<file path="src/rtl/icache_pkg.sv">
// icache_pkg: shared types and helpers for the direct-mapped instruction cache.
//   state_e       refill engine states (IDLE, REFILL)
//   RESET_VECTOR  boot address of the program ROM
//   off_bits/idx_bits/tag_bits  derive the address-split widths from the
//   cache parameters.
package icache_pkg;

  typedef enum logic {
    IDLE   = 1'b0,
    REFILL = 1'b1
  } state_e;

  localparam logic [31:0] RESET_VECTOR = 32'hBFC0_0000;

  function automatic int unsigned off_bits(input int unsigned words_per_line);
    return $clog2(words_per_line);
  endfunction

  function automatic int unsigned idx_bits(input int unsigned sets);
    return $clog2(sets);
  endfunction

  function automatic int unsigned tag_bits(input int unsigned address_width,
                                           input int unsigned sets,
                                           input int unsigned words_per_line);
    return address_width - $clog2(sets) - $clog2(words_per_line) - 2;
  endfunction

endpackage

</file>
<file path="src/rtl/icache_refill.sv">
// icache_refill: line refill engine for icache_direct.
// Ports:
//   clk, rst        rising-edge clock, synchronous active-high reset
//   hit, flush      lookup result and invalidate request from the top level
//   line_addr       fetch address with byte and word-offset bits removed
//   mem_req         registered: refill in progress
//   mem_addr        registered: word address currently requested
//   mem_valid       backing memory returns the word for mem_addr
//   start           pulse on the IDLE->REFILL transition
//   data_we         write mem_rdata into data[fill_line idx][wr_off]
//   wr_off          word offset being written
//   fill_done       last word accepted: write tag and set valid
//   fill_line       latched line address (index + tag) of the refill
module icache_refill
  import icache_pkg::*;
#(
  parameter int unsigned ADDRESS_WIDTH  = 32,
  parameter int unsigned WORDS_PER_LINE = 4,
  localparam int unsigned OFF    = off_bits(WORDS_PER_LINE),
  localparam int unsigned LINE_W = ADDRESS_WIDTH - OFF - 2
) (
  input  logic                     clk,
  input  logic                     rst,
  input  logic                     hit,
  input  logic                     flush,
  input  logic [LINE_W-1:0]        line_addr,
  output logic                     mem_req,
  output logic [ADDRESS_WIDTH-1:0] mem_addr,
  input  logic                     mem_valid,
  output logic                     start,
  output logic                     data_we,
  output logic [OFF-1:0]           wr_off,
  output logic                     fill_done,
  output logic [LINE_W-1:0]        fill_line
);

  state_e                   state_q, state_d;
  logic [OFF-1:0]           cnt_q, cnt_d;
  logic [LINE_W-1:0]        base_q, base_d;
  logic                     mem_req_q, mem_req_d;
  logic [ADDRESS_WIDTH-1:0] mem_addr_q, mem_addr_d;

  always_comb begin
    state_d   = state_q;
    cnt_d     = cnt_q;
    base_d    = base_q;
    mem_req_d = mem_req_q;
    start     = 1'b0;
    data_we   = 1'b0;
    fill_done = 1'b0;
    case (state_q)
      IDLE: begin
        if (!hit && !flush) begin
          state_d   = REFILL;
          base_d    = line_addr;
          cnt_d     = '0;
          mem_req_d = 1'b1;
          start     = 1'b1;
        end
      end
      REFILL: begin
        // Flush wins over a word arriving in the same cycle, including the last.
        if (flush) begin
          state_d   = IDLE;
          cnt_d     = '0;
          mem_req_d = 1'b0;
        end else if (mem_valid) begin
          data_we = 1'b1;
          if (&cnt_q) begin
            fill_done = 1'b1;
            state_d   = IDLE;
            cnt_d     = '0;
            mem_req_d = 1'b0;
          end else begin
            cnt_d = cnt_q + 1'b1;
          end
        end
      end
      default: state_d = IDLE;
    endcase
    // Line base concatenated with the word counter is base + 4*cnt without a
    // carry into the index/tag, since cnt never wraps inside a refill.
    mem_addr_d = {base_d, cnt_d, 2'b00};
  end

  always_ff @(posedge clk) begin
    if (rst) begin
      state_q    <= IDLE;
      cnt_q      <= '0;
      base_q     <= '0;
      mem_req_q  <= 1'b0;
      mem_addr_q <= '0;
    end else begin
      state_q    <= state_d;
      cnt_q      <= cnt_d;
      base_q     <= base_d;
      mem_req_q  <= mem_req_d;
      mem_addr_q <= mem_addr_d;
    end
  end

  assign mem_req   = mem_req_q;
  assign mem_addr  = mem_addr_q;
  assign wr_off    = cnt_q;
  assign fill_line = base_q;

endmodule

</file>
<file path="src/rtl/icache_direct.sv">
// icache_direct: direct-mapped instruction cache in front of a word-wide
// backing memory. Hits are served combinationally; misses stall fetch while
// icache_refill fetches the whole line.
// Ports:
//   clk, rst            rising-edge clock, synchronous active-high reset
//   addr                fetch PC (bits [1:0] ignored)
//   flush               invalidate every line (fence.i), aborts a refill
//   dout, hit, stall    instruction word, tag match + valid, ~hit
//   mem_req, mem_addr   registered refill request / word address
//   mem_valid, mem_rdata refill word handshake from the backing memory
//   hit_count, miss_count  saturating statistics, only when the macro
//                       ICACHE_STATS_EN is defined
module icache_direct
  import icache_pkg::*;
#(
  parameter int unsigned ADDRESS_WIDTH  = 32,
  parameter int unsigned DATA_WIDTH     = 32,
  parameter int unsigned SETS           = 16,
  parameter int unsigned WORDS_PER_LINE = 4
) (
  input  logic                     clk,
  input  logic                     rst,
  input  logic [ADDRESS_WIDTH-1:0] addr,
  input  logic                     flush,
  output logic [DATA_WIDTH-1:0]    dout,
  output logic                     hit,
  output logic                     stall,
  output logic                     mem_req,
  output logic [ADDRESS_WIDTH-1:0] mem_addr,
  input  logic                     mem_valid,
  input  logic [DATA_WIDTH-1:0]    mem_rdata
`ifdef ICACHE_STATS_EN
  ,
  output logic [31:0]              hit_count,
  output logic [31:0]              miss_count
`endif
);

  localparam int unsigned OFF    = off_bits(WORDS_PER_LINE);
  localparam int unsigned IDX    = idx_bits(SETS);
  localparam int unsigned TAG    = tag_bits(ADDRESS_WIDTH, SETS, WORDS_PER_LINE);
  localparam int unsigned LINE_W = ADDRESS_WIDTH - OFF - 2;

  logic [DATA_WIDTH-1:0] data_ram [SETS][WORDS_PER_LINE];
  logic [TAG-1:0]        tag_ram  [SETS];
  logic [SETS-1:0]       valid_q, valid_d;

  logic [OFF-1:0]    rd_off;
  logic [IDX-1:0]    rd_idx;
  logic [TAG-1:0]    rd_tag;
  logic [LINE_W-1:0] fill_line;
  logic [IDX-1:0]    fill_idx;
  logic [TAG-1:0]    fill_tag;
  logic [OFF-1:0]    wr_off;
  logic              start;
  logic              data_we;
  logic              fill_done;
  logic              unused_addr_lsbs;

  assign rd_off   = addr[2 +: OFF];
  assign rd_idx   = addr[OFF+2 +: IDX];
  assign rd_tag   = addr[ADDRESS_WIDTH-1 -: TAG];
  assign fill_idx = fill_line[IDX-1:0];
  assign fill_tag = fill_line[LINE_W-1 -: TAG];
  assign unused_addr_lsbs = ^addr[1:0];

  assign hit   = valid_q[rd_idx] && (tag_ram[rd_idx] == rd_tag);
  assign stall = ~hit;
  assign dout  = data_ram[rd_idx][rd_off];

  icache_refill #(
    .ADDRESS_WIDTH  (ADDRESS_WIDTH),
    .WORDS_PER_LINE (WORDS_PER_LINE)
  ) u_refill (
    .clk       (clk),
    .rst       (rst),
    .hit       (hit),
    .flush     (flush),
    .line_addr (addr[ADDRESS_WIDTH-1:OFF+2]),
    .mem_req   (mem_req),
    .mem_addr  (mem_addr),
    .mem_valid (mem_valid),
    .start     (start),
    .data_we   (data_we),
    .wr_off    (wr_off),
    .fill_done (fill_done),
    .fill_line (fill_line)
  );

  // The refilling line is invalidated on entry so a partial line never hits.
  always_comb begin
    valid_d = valid_q;
    if (flush) begin
      valid_d = '0;
    end else begin
      if (start)     valid_d[rd_idx]   = 1'b0;
      if (fill_done) valid_d[fill_idx] = 1'b1;
    end
  end

  always_ff @(posedge clk) begin
    if (rst) valid_q <= '0;
    else     valid_q <= valid_d;
  end

  always_ff @(posedge clk) begin
    if (!rst && data_we)   data_ram[fill_idx][wr_off] <= mem_rdata;
    if (!rst && fill_done) tag_ram[fill_idx]          <= fill_tag;
  end

`ifdef ICACHE_STATS_EN
  logic [31:0] hit_count_q, hit_count_d;
  logic [31:0] miss_count_q, miss_count_d;

  always_comb begin
    hit_count_d  = hit_count_q;
    miss_count_d = miss_count_q;
    if (hit && (hit_count_q != '1))    hit_count_d  = hit_count_q + 32'd1;
    if (start && (miss_count_q != '1)) miss_count_d = miss_count_q + 32'd1;
  end

  always_ff @(posedge clk) begin
    if (rst) begin
      hit_count_q  <= '0;
      miss_count_q <= '0;
    end else begin
      hit_count_q  <= hit_count_d;
      miss_count_q <= miss_count_d;
    end
  end

  assign hit_count  = hit_count_q;
  assign miss_count = miss_count_q;
`endif

endmodule
</file>
<file path="config.mk">
export PLATFORM = sky130hd
export DESIGN_NAME = icache_direct
export DESIGN_NICKNAME = d
export VERILOG_FILES = /design/src/rtl/icache_pkg.sv /design/src/rtl/icache_refill.sv /design/src/rtl/icache_direct.sv
export SDC_FILE = /design/constraint.sdc
export NUM_CORES = 2
export LEC_CHECK = 0
export CAP_MARGIN = 20
export CORE_MARGIN = 1
export CORE_UTILIZATION = 56
export CTS_BUF_LIST = sky130_fd_sc_hd__clkbuf_4
export DETAILED_ROUTE_END_ITERATION = 7
export PLACE_DENSITY = 0.78
export REMOVE_ABC_BUFFERS = 1
export SLEW_MARGIN = 20
export SYNTH_ARGS = -nofsm -noshare
export SYNTH_HDL_FRONTEND = slang
export SYNTH_SLANG_ARGS = --single-unit
</file>
<file path="constraint.sdc">
create_clock -name clk -period 4.61 [get_ports clk]
set_clock_uncertainty 0.15 [all_clocks]
set_input_delay 0.461 -clock clk [delete_from_list [all_inputs] [get_ports clk]]
set_output_delay 0.461 -clock clk [all_outputs]
set_load 0.05 [all_outputs]
</file>
# Yosys cells after proc, flatten, opt, wreduce, memory -nomap -nowiden
# Memories as Yosys holds them, arrays and structs flattened.
# Index checks and enable logic that the tools add are counted.
# totals
elab_cells	84
ff_bits	80
n_memories	2
ramBits	2432
input_bits	68
output_inout_bits	67
# op_classes
add_sub_neg	1
n_reduce_logical	13
magnitude_cmp	7
mux	43
eq_ne	4
bitwise	7
# mem_list
name	words	word_bits	rd	rd_clocked_by_memory_dff	write_ports	line	source
data_ram	16	128	1	0	1	icache_direct.sv:44	logic [DATA_WIDTH-1:0] data_ram [SETS][WORDS_PER_LINE];
tag_ram	16	24	1	0	1	icache_direct.sv:45	logic [TAG-1:0] tag_ram [SETS];
# ops
operator	n
$mux 128	1
$mux 32	3
$bmux 32 s2	1
$demux 32 s2	1
$mux 28	2
$mux 16	3
$eq 24x24->1	1
$mux 1	22
$and 16x16->16	1
$not 16->16	1
$or 16x16->16	1
$lt 4x5->1 const B	2
$demux 1 s4	2
$ge 4x1->1 const B	2
$mux 2	4
$logic_and 1x1->1	7
$ge 3x3->1 const B	2
$ne 3x3->1 const B	2
$not 2->3	2
$bmux 1 s4	1
$pmux 1 s2	2
$pmux 2 s2	1
$logic_not 1->1	3
$lt 3x1->1 const B	1
other kinds (6)	7

# Longest topological paths before layout
# logic_depth
depth_word	11
mapped_depth	14
mapped_depth_nobuf	8

# Modules after synthesis
# From an unflattened synthesis, not the netlist that was laid out.
# unflattened
hier_cells	3915
area_unflattened_um2	94994.9
# by_module_without_submodules
module	area_per_inst_um2	instances	cells_per_inst	seq_area_each_um2
icache_direct	93542.2	1	3736	73350.3
icache_refill	1452.6	1	179	640.6

# Worst setup path after synthesis
# Ideal clock, no wire load.
# synth_timing
kind	input port to output port
from	input port addr[4]
to	output port dout[21]
arrival_ns	3.517
n_path_buf	6
setup_slack_ns	0.482
required_time_ns	3.999
cell_stages	9
cell_sequence	buf_6 -> buf_6 -> buf_6 -> buf_4 -> clkbuf_1 -> buf_1 -> mux4_2 -> mux4_2 -> mux4_2
# synth_via
elab_chain_len	4
# synth_rtl
element	line	source
start: declaration	icache_direct.sv:23	input logic [ADDRESS_WIDTH-1:0] addr,
$mem_v2 16x128	n/a	
$bmux 32 s2	icache_direct.sv:69	assign dout = data_ram[rd_idx][rd_off];
$mux 32 (not written as such) (2 in a row)	icache_direct.sv:69	
end: declaration	icache_direct.sv:25	output logic [DATA_WIDTH-1:0] dout,
# Every way passes these cells. The select of a mux whose other input is x is not followed.

# Worst setup path after layout
# layout_timing
from	memory tag_ram[7][7] (netlist name)
to	output port hit
# layout_via
elab_chain_len	3
# layout_rtl
element	line	source
start: declaration	icache_direct.sv:45	
$mem_v2 16x24	n/a	
$eq 24x24->1	icache_direct.sv:67	assign hit = valid_q[rd_idx] && (tag_ram[rd_idx] == rd_tag);
$logic_and 1x1->1	icache_direct.sv:67	
end: declaration	icache_direct.sv:26	output logic hit,
# Every way passes these cells.

==> flow_metrics.env <==
export IMPL_clk_pin_slew_worst_paths_ns=0.07
export IMPL_synth_ff_type="sky130_fd_sc_hd__edfxtp_1"
export IMPL_critical_path_startpoint_type="flip-flop"
export IMPL_design_core_area_mm2=0.168
export IMPL_die_height_um=414
export IMPL_worst_hold_path_type="in2reg"
export IMPL_layout_drive_gt1_share=0.398
export IMPL_worstRegToRegCells=12
export IMPL_synth_async_sr_flop_share=0
export IMPL_cts_tree="built"
export IMPL_result_of_the_run="complete, no violations"
export IMPL_dp_hpwl_mm=132
export IMPL_regToRegStartpoint="tag_ram[9][7]$_DFFE_PP_"
export IMPL_p_per_area_mw_per_mm2=412
export IMPL_h_tree_depth=6
export IMPL_setup_violations=0
export IMPL_detailedRoute_firstIterationViolations=6420
export IMPL_cts_buffer_depth=4
export IMPL_period_minus_slack_ns=4.45
export IMPL_final_period_utilization=0.966
export IMPL_share_of_the_synthesized_area_in_the_top_cell_type=0.767
export IMPL_cp_max_fo=3
export IMPL_category_of_cells_accounting_for_the_largest_share_of_critical_path_delay="compound AO/OA/AOI/OAI gates"
export IMPL_combined_buffer_and_inverter_count_along_the_critical_path=2
export IMPL_cts_root_buf="sky130_fd_sc_hd__clkbuf_4"
export IMPL_layout_area_seq_mm2=0.0740
export IMPL_synth_top_cells_by_count="2432 x sky130_fd_sc_hd__edfxtp_1, 755 x sky130_fd_sc_hd__mux4_2, 113 x sky130_fd_sc_hd__clkbuf_1"
export IMPL_drtPass1Iterations=6
export IMPL_routed_wl_met2_mm=117
export IMPL_totalPowerFinal_uw=44900
export IMPL_netlist_area_mm2=0.0952
export IMPL_fillers=10400
export IMPL_io_pin_count=135
export IMPL_slowest_stage="sky130_fd_sc_hd__mux4_2"
export IMPL_finish_net_count=4816
export IMPL_overflow=0
export IMPL_num_vias=48000
export IMPL_layout_cell_area_non_filler_mm2=0.109
export IMPL_required_ns=4.00
export IMPL_tritoncts_num_sinks=2480
export IMPL_floorplan_initialDensity=0.567
export IMPL_wirelength_met1_mm=82.0
export IMPL_critical_path_reg2reg_endpoint="u_refill.mem_addr[19]$_SDFFE_PP0N_"
export IMPL_regToRegSetupSlack_ns=0.83
export IMPL_multi_input_area_mm2=0.0208
export IMPL_netSwitchingFraction=0.219
export IMPL_timing_slew_headroom=0.241
export IMPL_hold_viol=0
export IMPL_worst_pin_slew_ns=1.14
export IMPL_grt_max_degree=94
export IMPL_number_of_global_route_vias_before_repair=49700
export IMPL_worst_skew_pair_late_latency_ns=1.41
export IMPL_cell_internal_pwr_uw=35000
export IMPL_drt_wl_total_mm=238
export IMPL_max_clock_freq_mhz=225
export IMPL_drc=0
export IMPL_share_comb_of_total_power=0.053
export IMPL_die_width_um=414
export IMPL_cap_viol_max_count=0
export IMPL_synth_top_cell_by_area="sky130_fd_sc_hd__edfxtp_1"
export IMPL_synth_edf_count=2432
export IMPL_syn_mean_instance_area_um2=24.3
export IMPL_ys_seq_elements=2480
export IMPL_route_antenna_remaining_nets=0
export IMPL_timing_final_max_slew_violations=0
export IMPL_drt_vias_per_instance=6.51
export IMPL_synth_cell_types=58
export IMPL_maximum_ir_drop_on_the_vdd_rail_mv=0.336
export IMPL_total_switching_power_uw=9840
export IMPL_setup_total_negative_slack_ns=0
export IMPL_route_met3_wl_mm=28.9
export IMPL_first_pass_grt_wire_length_mm=340
export IMPL_critical_path_cell_chain="mux4_2 -> a21oi_2 -> o211ai_1 -> o41ai_2 -> nand4_1 -> nor4_4 -> nand2_2 -> inv_2 -> buf_12"
export IMPL_grt_total_usage=0.279
export IMPL_port_buffers=130
export IMPL_fin_worst_hold_slack_ns=0.158
export IMPL_finalWeightedCongestion=0.816
export IMPL_power_sequential_fraction=0.553
export IMPL_timing_critical_path_from="tag_ram[7][7]$_DFFE_PP_"
export IMPL_highest_layer="met5"
export IMPL_synth_top_cells_by_area="sky130_fd_sc_hd__edfxtp_1 77%, sky130_fd_sc_hd__mux4_2 18%, sky130_fd_sc_hd__dfxtp_1 1.0%, sky130_fd_sc_hd__mux2i_1 0.76%, sky130_fd_sc_hd__clkbuf_1 0.45%"
export IMPL_critical_path_cell_count=9
export IMPL_yosysWarnings=0
export IMPL_antenna_violations_before_repair=11
export IMPL_synth_cells=3922
export IMPL_detailed_place_area_mm2=0.101
export IMPL_cts_made_buffers=612
export IMPL_power_frac_clock=0.393
export IMPL_timing_worst_setup_path_type="reg2out"
export IMPL_area_growth_pct=14.5
export IMPL_cpPeakStageDelay_ns=0.50
export IMPL_synth_most_common_cell="sky130_fd_sc_hd__edfxtp_1"
export IMPL_synth_sequential_area_ratio=0.777
export IMPL_die_area_mm2=0.172
export IMPL_worst_setup_path_end_kind="output pin"
export IMPL_average_routed_wire_per_standard_cell_um=32.2
export IMPL_cellLeakagePower_uw=0.0349
export IMPL_crit_arrival_ns=3.84
export IMPL_core_rowCount=150
export IMPL_cp_endpoint="hit"
-- power groups by stage --
stage | combinational (uW) | clock, uW | sequential, uW
2_1_floorplan | 1100 | 0 | 25400
3_3_place_gp | 2280 | 0 | 25300
4_1_cts | 2400 | 17900 | 24800
3_5_place_dp | 2340 | 0 | 25300
5_1_grt | 2500 | 19000 | 24800
6_report | 2400 | 17600 | 24800
-- through the flow --
step                setup WS, ns  utilization  instances
finish                     0.156        0.649       7374
global route            -0.00274        0.649       7368
CTS                       0.0118        0.649       7363
detailed placement         0.284        0.600       6252
global placement           0.307        0.600       6252
floorplan                  0.109            -       3717
-- registers in the layout, indices dropped and copies added (netlist names) --
register and cells:
tag_ram 384, u_refill.state_q 1, u_refill.mem_req 1, u_refill.wr_off 1, u_refill.mem_addr 29, data_ram 2048
valid_q 16
-- routing by layer --
layer | global-route usage | vias to the layer above
met4 | 0.116 | 8
met2 | 0.450 | 3513
met3 | 0.0724 | 569
li1 | - | 18900
met5 | 0 | -
met1 | 0.366 | 25000
-- layout make-up --
cell class / instances / share of cell area
Multi-Input combinational cell: 1224 / 0.191
Clock inverter: 146 / 0.00742
Inverter: 13 / 0.000448
Sequential cell: 2480 / 0.679
Tap cell: 2204 / 0.0253
Timing Repair Buffer: 413 / 0.0362
Antenna cell: 10 / 0.000229
Clock buffer: 884 / 0.0609
-- cell families after synthesis --
logic type	synth area share
AO/OA/AOI/OAI	0.00838
XOR/XNOR	0.00313
adder cells (fa/ha/maj)	0.000526
buffers and inverters	0.0112
flip-flops	0.777
multiplexers	0.188
other	0.0000394
AND/OR/NAND/NOR	0.0123
-- layout by cell type, fill, tap and decap left out, drive strengths merged, types with 5 or more instances in the layout --
cell type and count:
a211oi 18, a21oi 10, a221oi 8, a22oi 5, a31oi 6, buf 274, bufinv 9, clkbuf 884
clkdlybuf4s50 60, clkinv 122, dfxtp 48, diode 10, dlygate4sd3 79, edfxtp 2432, inv 25, mux2 12
mux2i 72, mux4 755, nand2 41, nand2b 63, nand3 9, nand4 8, nor2 92, nor2b 14
o211ai 5, o21ai 6, o22ai 20, xnor2 24, xor2 10
-- how the worst min path moves through the flow --
stage	startpoint	endpoint	slack [ns]	cells past startpoint
after CTS	addr[26]	u_refill.mem_addr[26]$_SDFFE_PP0N_	0.01	4
after global placement	valid_q[8]$_SDFF_PP0_	valid_q[8]$_SDFF_PP0_	0.29	2
after floorplan	valid_q[10]$_SDFF_PP0_	valid_q[10]$_SDFF_PP0_	0.28	2
final	addr[26]	u_refill.mem_addr[26]$_SDFFE_PP0N_	0.16	4
after detailed placement	valid_q[11]$_SDFF_PP0_	valid_q[11]$_SDFF_PP0_	0.30	2
after global routing	addr[26]	u_refill.mem_addr[26]$_SDFFE_PP0N_	0.11	4
-- tightest hold or removal path, stage by stage --
cell                              delay [ns]
sky130_fd_sc_hd__dlygate4sd3_1          0.53
sky130_fd_sc_hd__clkdlybuf4s50_1        0.51
sky130_fd_sc_hd__nand2b_1               0.11
sky130_fd_sc_hd__mux2i_1                0.06
-- repair_timing --
action / 4_1_cts / 5_1_grt
setup buffers: 2 / 1
hold buffers: 79 / 0
pin swaps: 6 / 0
endpoints found under the setup margin: 2 / 2
gates resized for setup: 5 / 2
endpoints found under the hold margin: 2096 / 0
(Power assumes the default switching activity.)
